**config.mk**
```make
export PLATFORM = sky130hd
export DESIGN_NAME = mdu_hilo_ctrl
export DESIGN_NICKNAME = d
export VERILOG_FILES = /design/src/rtl/mdu_hilo_ctrl.sv
export SDC_FILE = /design/constraint.sdc
export NUM_CORES = 1
export LEC_CHECK = 0
export ABC_AREA = 1
export BUFFER_PORTS_ARGS = -buffer_cell sky130_fd_sc_hd__clkbuf_2
export CAP_MARGIN = 30
export CORE_MARGIN = 2
export CORE_UTILIZATION = 58
export CTS_CLUSTER_DIAMETER = 60
export CTS_CLUSTER_SIZE = 25
export DETAILED_ROUTE_END_ITERATION = 7
export HOLD_SLACK_MARGIN = 0.05
export PLACE_DENSITY = 0.87
export REMOVE_ABC_BUFFERS = 1
export SETUP_SLACK_MARGIN = 0.02
export SYNTH_ARGS = -nofsm -noshare
export SYNTH_HDL_FRONTEND = slang
export SYNTH_SLANG_ARGS = --single-unit
```
**constraint.sdc**
```tcl
create_clock -name clk -period 2.15 [get_ports clk]
set_input_delay 0.1075 -clock clk [delete_from_list [all_inputs] [get_ports clk]]
set_output_delay 0.1075 -clock clk [all_outputs]
set_load 0.1 [all_outputs]
```
**src/rtl/mdu_hilo_ctrl.sv**
```systemverilog
// Multiply-unit front/back end: turns MULT/MULTU into unsigned magnitudes for the
// pipelined multiplier, re-signs the product, and owns the HI/LO registers.
//
// state | meaning
// IDLE  | ready; MTHI/MTLO write directly, MULT/MULTU launch the multiplier
// WAIT  | counting down the multiplier latency; operands held
// WRITE | product valid; HI/LO loaded on the edge leaving this state
module mdu_hilo_ctrl #(
    parameter int unsigned MUL_LAT = 6
) (
    input  logic        clk,
    input  logic        reset,
    input  logic        op_valid,
    input  logic [2:0]  op_code,
    input  logic [31:0] rs_val,
    input  logic [31:0] rt_val,
    output logic        op_ready,
    input  logic        flush,
    output logic [31:0] mul_a,
    output logic [31:0] mul_b,
    input  logic [63:0] mul_z,
    output logic [31:0] hi,
    output logic [31:0] lo,
    output logic        busy,
    output logic        done
);

    localparam logic [2:0] OP_MULT  = 3'b001;
    localparam logic [2:0] OP_MULTU = 3'b010;
    localparam logic [2:0] OP_MTHI  = 3'b011;
    localparam logic [2:0] OP_MTLO  = 3'b100;
    localparam logic [3:0] LAT      = 4'(MUL_LAT);

    typedef enum logic [1:0] {
        IDLE  = 2'd0,
        WAIT  = 2'd1,
        WRITE = 2'd2
    } state_t;

    state_t      state, state_nxt;
    logic [3:0]  count;
    logic        neg;
    logic        accept;
    logic        is_mul;
    logic [63:0] product;

    function automatic logic [31:0] magnitude(input logic [31:0] x);
        return x[31] ? (~x + 32'd1) : x;
    endfunction

    assign busy     = (state != IDLE);
    assign op_ready = !busy;
    // flush outranks a request arriving in the same cycle
    assign accept   = op_valid && op_ready && !flush;
    assign is_mul   = (op_code == OP_MULT) || (op_code == OP_MULTU);
    assign product  = neg ? (~mul_z + 64'd1) : mul_z;

    always_ff @(posedge clk or negedge reset) begin
        if (!reset) begin
            state <= IDLE;
        end else begin
            state <= state_nxt;
        end
    end

    always_comb begin
        state_nxt = state;
        done      = 1'b0;
        case (state)
            IDLE: begin
                if (accept && is_mul) begin
                    state_nxt = WAIT;
                end
            end
            WAIT: begin
                if (flush) begin
                    state_nxt = IDLE;
                end else if (count == 4'd0) begin
                    state_nxt = WRITE;
                end
            end
            WRITE: begin
                state_nxt = IDLE;
                done      = !flush;
            end
            default: begin
                state_nxt = IDLE;
            end
        endcase
    end

    always_ff @(posedge clk or negedge reset) begin
        if (!reset) begin
            hi    <= 32'd0;
            lo    <= 32'd0;
            mul_a <= 32'd0;
            mul_b <= 32'd0;
            count <= 4'd0;
            neg   <= 1'b0;
        end else begin
            case (state)
                IDLE: begin
                    if (accept) begin
                        case (op_code)
                            OP_MTHI: hi <= rs_val;
                            OP_MTLO: lo <= rs_val;
                            OP_MULTU: begin
                                mul_a <= rs_val;
                                mul_b <= rt_val;
                                neg   <= 1'b0;
                                count <= LAT;
                            end
                            OP_MULT: begin
                                mul_a <= magnitude(rs_val);
                                mul_b <= magnitude(rt_val);
                                neg   <= rs_val[31] ^ rt_val[31];
                                count <= LAT;
                            end
                            default: ;
                        endcase
                    end
                end
                WAIT: begin
                    if (count != 4'd0) begin
                        count <= count - 4'd1;
                    end
                end
                WRITE: begin
                    if (!flush) begin
                        {hi, lo} <= product;
                    end
                end
                default: ;
            endcase
        end
    end

endmodule

```
==> impl_results.md <==
- Fin. max-slew vios: 0
- Total global routing overflow: 0
- Fin. Hold Viols: 0
- Starting Density: 0.5967
- Register area share after synthesis: 0.3551
- Vias in the first global route: around 11,000
- Critical path depth: 8
- # port buffers: 265
- CP startpoint: state[1]
- TritonCTS clock tree: yes
- Post-route cell area: 12,370 sq um
- Routed Antenna Nets: 0
- Setup crit end: mul_b[1]
- First-pass DRT Iterations: 8
- Die X: 132.1 microns
- Worst r2r dst: mul_b[1]
- Yosys reg bits: 135
- R2r startpoint: state[1]
- Post-CTS setup buffer count: 0
- Core Footprint: roughly 16,000 sq um
- CP peak stage delay: 450 ps
- CTS sink cnt: 135
- Placed inst area: 11,040 sq um
- First-pass GRT wire length: approximately 60,000 microns
- WL final: 37,660 microns
- Setup CP Type: reg -> reg
- Relative max-transition margin: 0.4721
- Fmax: 489.4 MHz
- Worst-margin pin slew: 786.5 ps
- Slowest cell on the critical path: dfrtp_1
- Crit path buf inv count: 2
- Ys Warns: 0
- Iteration-0 DRC Markers: 1,439
- Worst-path fanout max: 29
- Power Dens Cells: 1112 nW/um^2
- Routability Congestion: 1.053
- DIE AREA: between 15,000 and 20,000 sq um
- Min cycle time layout: 2043 ps
- Cell variety after synth: 41
- Pleak: just over 0.006 uW
- Sum Neg Setup Slack: 0 ps
- # DRC: 0
- Max-cap violations: 0
- Post-DR wirelength/cell: 18.73 microns
- Final #Nets: 1,921
- Setup violators final: 0
- # rows: 46
- Layout overhead on the synthesized area: 30.01%
- Critical Path AT: 2400 ps
- Maximum VDD drop: between 0.0009 and 0.001 V
- CP most frequent cell: o21ai_0
- Final Cycle Share: 0.9503
- WHS Path Cells: 4
- HP Class: in -> reg
- CP Capture Type: register
- Worst r2r path cells: 8
- Clock Latency Late Sink: roughly 440 ps
- CTS root buf: clkbuf_16
- Avg Synthesized Cell Area: 6.516 sq um
- CTS Buf Count: 17
- Die H: 132.1 microns
- Antenna Cells: 0
- I/O pins: 266
- R2R Setup Slk: between 100 and 150 ps
- Vias per cell: around 6
- DR vias: roughly 12,000
- Total Routing Usage GR: 0.4294
- Worst EP required: approximately 2500 ps
- Share of cells above drive strength 1: 0.2056
- Largest net degree at the start of global routing: 85
- Worst path top cell family by delay: simple AND/OR/NAND/NOR gates
- Outcome: finished, final reports clean
- Synth Instances: 1,460
- Max clock buf depth: 2
- Unrepaired setup endpoints after global routing: no
- CP Cell Sequence: nor2_2 > nand2_1 > nor2_1 > nand4_1 > inv_2 > buf_12 > o21ai_0 > o21ai_0
- Synthesized cell area: 9513 sq um
- H-tree levels: 4
- Clk_skew: 9.022 ps
- Clk slew on worst S/H paths: 70 ps
- Initial antenna violation count: 0
- Critical Path Start Type: register
- Placed wire-length estimate: 27,090 microns
[cells by family after synthesis]
family,share of synthesized area
AOI/OAI and AO/OA,0.1157
xor gates and xnor gates,0.03407
adders and majority gates,0.005261
buffers and inverters,0.07786
DFF,0.3551
and+or+nand+nor,0.4119
[cell type report]
cell class,instances,area (sq um)
clock buffer,18,439.2
clock inverter,14,163.9
fill,1166,3575
inverter,122,465.4
multi-input combinational,1154,5406
sequential,135,3379
tap,216,270.3
timing repair buffer,352,2243
[repair_timing]
item | 4_1_cts | 5_1_grt
hold buffers | 72 | 0
endpoints found under the hold margin | 158 | 0
setup endpoints to repair | 0 | 1
resized for setup | 0 | 2
[through the flow]
step             util  power [uW]  hold slack, ps  instances  worst slack, ps
2_1_floorplan       -        9047          -188.1       1411            -3017
3_3_place_gp   0.6924       10380           76.76       1907            409.7
3_5_place_dp   0.6924       10470           85.21       1907            333.5
4_1_cts        0.7754       13630           50.24       2011            112.4
5_1_grt        0.7758       14140           65.05       2011            8.197
6_report       0.7758       13750           51.16       2011            106.8
[cell usage after synthesis, drive strengths merged]
master	n	area [sq um]
clkinv	1	5.000
clkbuf	16	60.06
o31ai	1	12.51
inv	121	459.2
nand2	375	1445
buf	33	216.5
a21o	1	7.510
nand3	161	838.3
o21bai	1	7.510
ha	4	50.05
and2	1	6.260
a21oi	77	385.4
o21ai	104	565.6
nor3	11	71.32
nor2	309	1210
o211ai	3	22.52
nand3b	13	97.59
xnor2	8	70.07
a31oi	16	100.1
nand4	29	181.4
or2	10	62.56
xor2	29	254.0
and3	1	6.260
dfrtp	135	3378
[cell usage in the layout, fill, tap and decap left out, types with 13 or more instances in the layout]
cell / count
nand3b_1: 13
clkbuf_16: 17
o21ai_0: 60
a31oi_1: 16
nand3_1: 156
nand4_1: 29
a21oi_1: 77
dlygate4sd3_1: 72
inv_1: 116
nor2_1: 298
xor2_1: 29
nand2_1: 364
dfrtp_1: 134
clkbuf_2: 263
o21ai_1: 34
[worst min path at each step]
stage,from,end
2_1_floorplan,reset,count[0]
3_3_place_gp,reset,mul_b[8]
3_5_place_dp,reset,mul_b[3]
4_1_cts,mul_z[42],hi[10]
5_1_grt,rs_val[16],mul_a[16]
6_report,mul_z[36],hi[4]
[worst reg2reg max path: stages, from the launching register on]
cell and delay (ps):
dfrtp_1 450, nor2_2 210, nand2_1 90, nor2_1 120
nand4_1 340, inv_2 270, buf_12 210, o21ai_0 120
o21ai_0 160
[registers in the layout (all words and copies together) (netlist names)]
signal	flops
lo	32
mul_a	32
mul_b	32
state	2
count	4
neg	1
hi	32
[power by group]
group | switching [uW] | total [uW] | internal (uW) | leakage, uW
Clock | 1310 | 3080 | 1770 | 0.000286
Sequential | 436 | 3580 | 3150 | 0.00162
Combinational | 5950 | 7090 | 1130 | 0.00422
Total | 7700 | 13700 | 6050 | 0.00613
[routing by layer]
metal,wire (microns),GRT usage,vias up,share of wire
li1,-,-,5394,-
met1,13790,0.5310,5517,0.37
met2,17720,0.7133,952,0.47
met3,4038,0.08151,206,0.11
met4,2111,0.2295,0,0.056
met5,0,0,-,0
(Power assumes the default switching activity.)
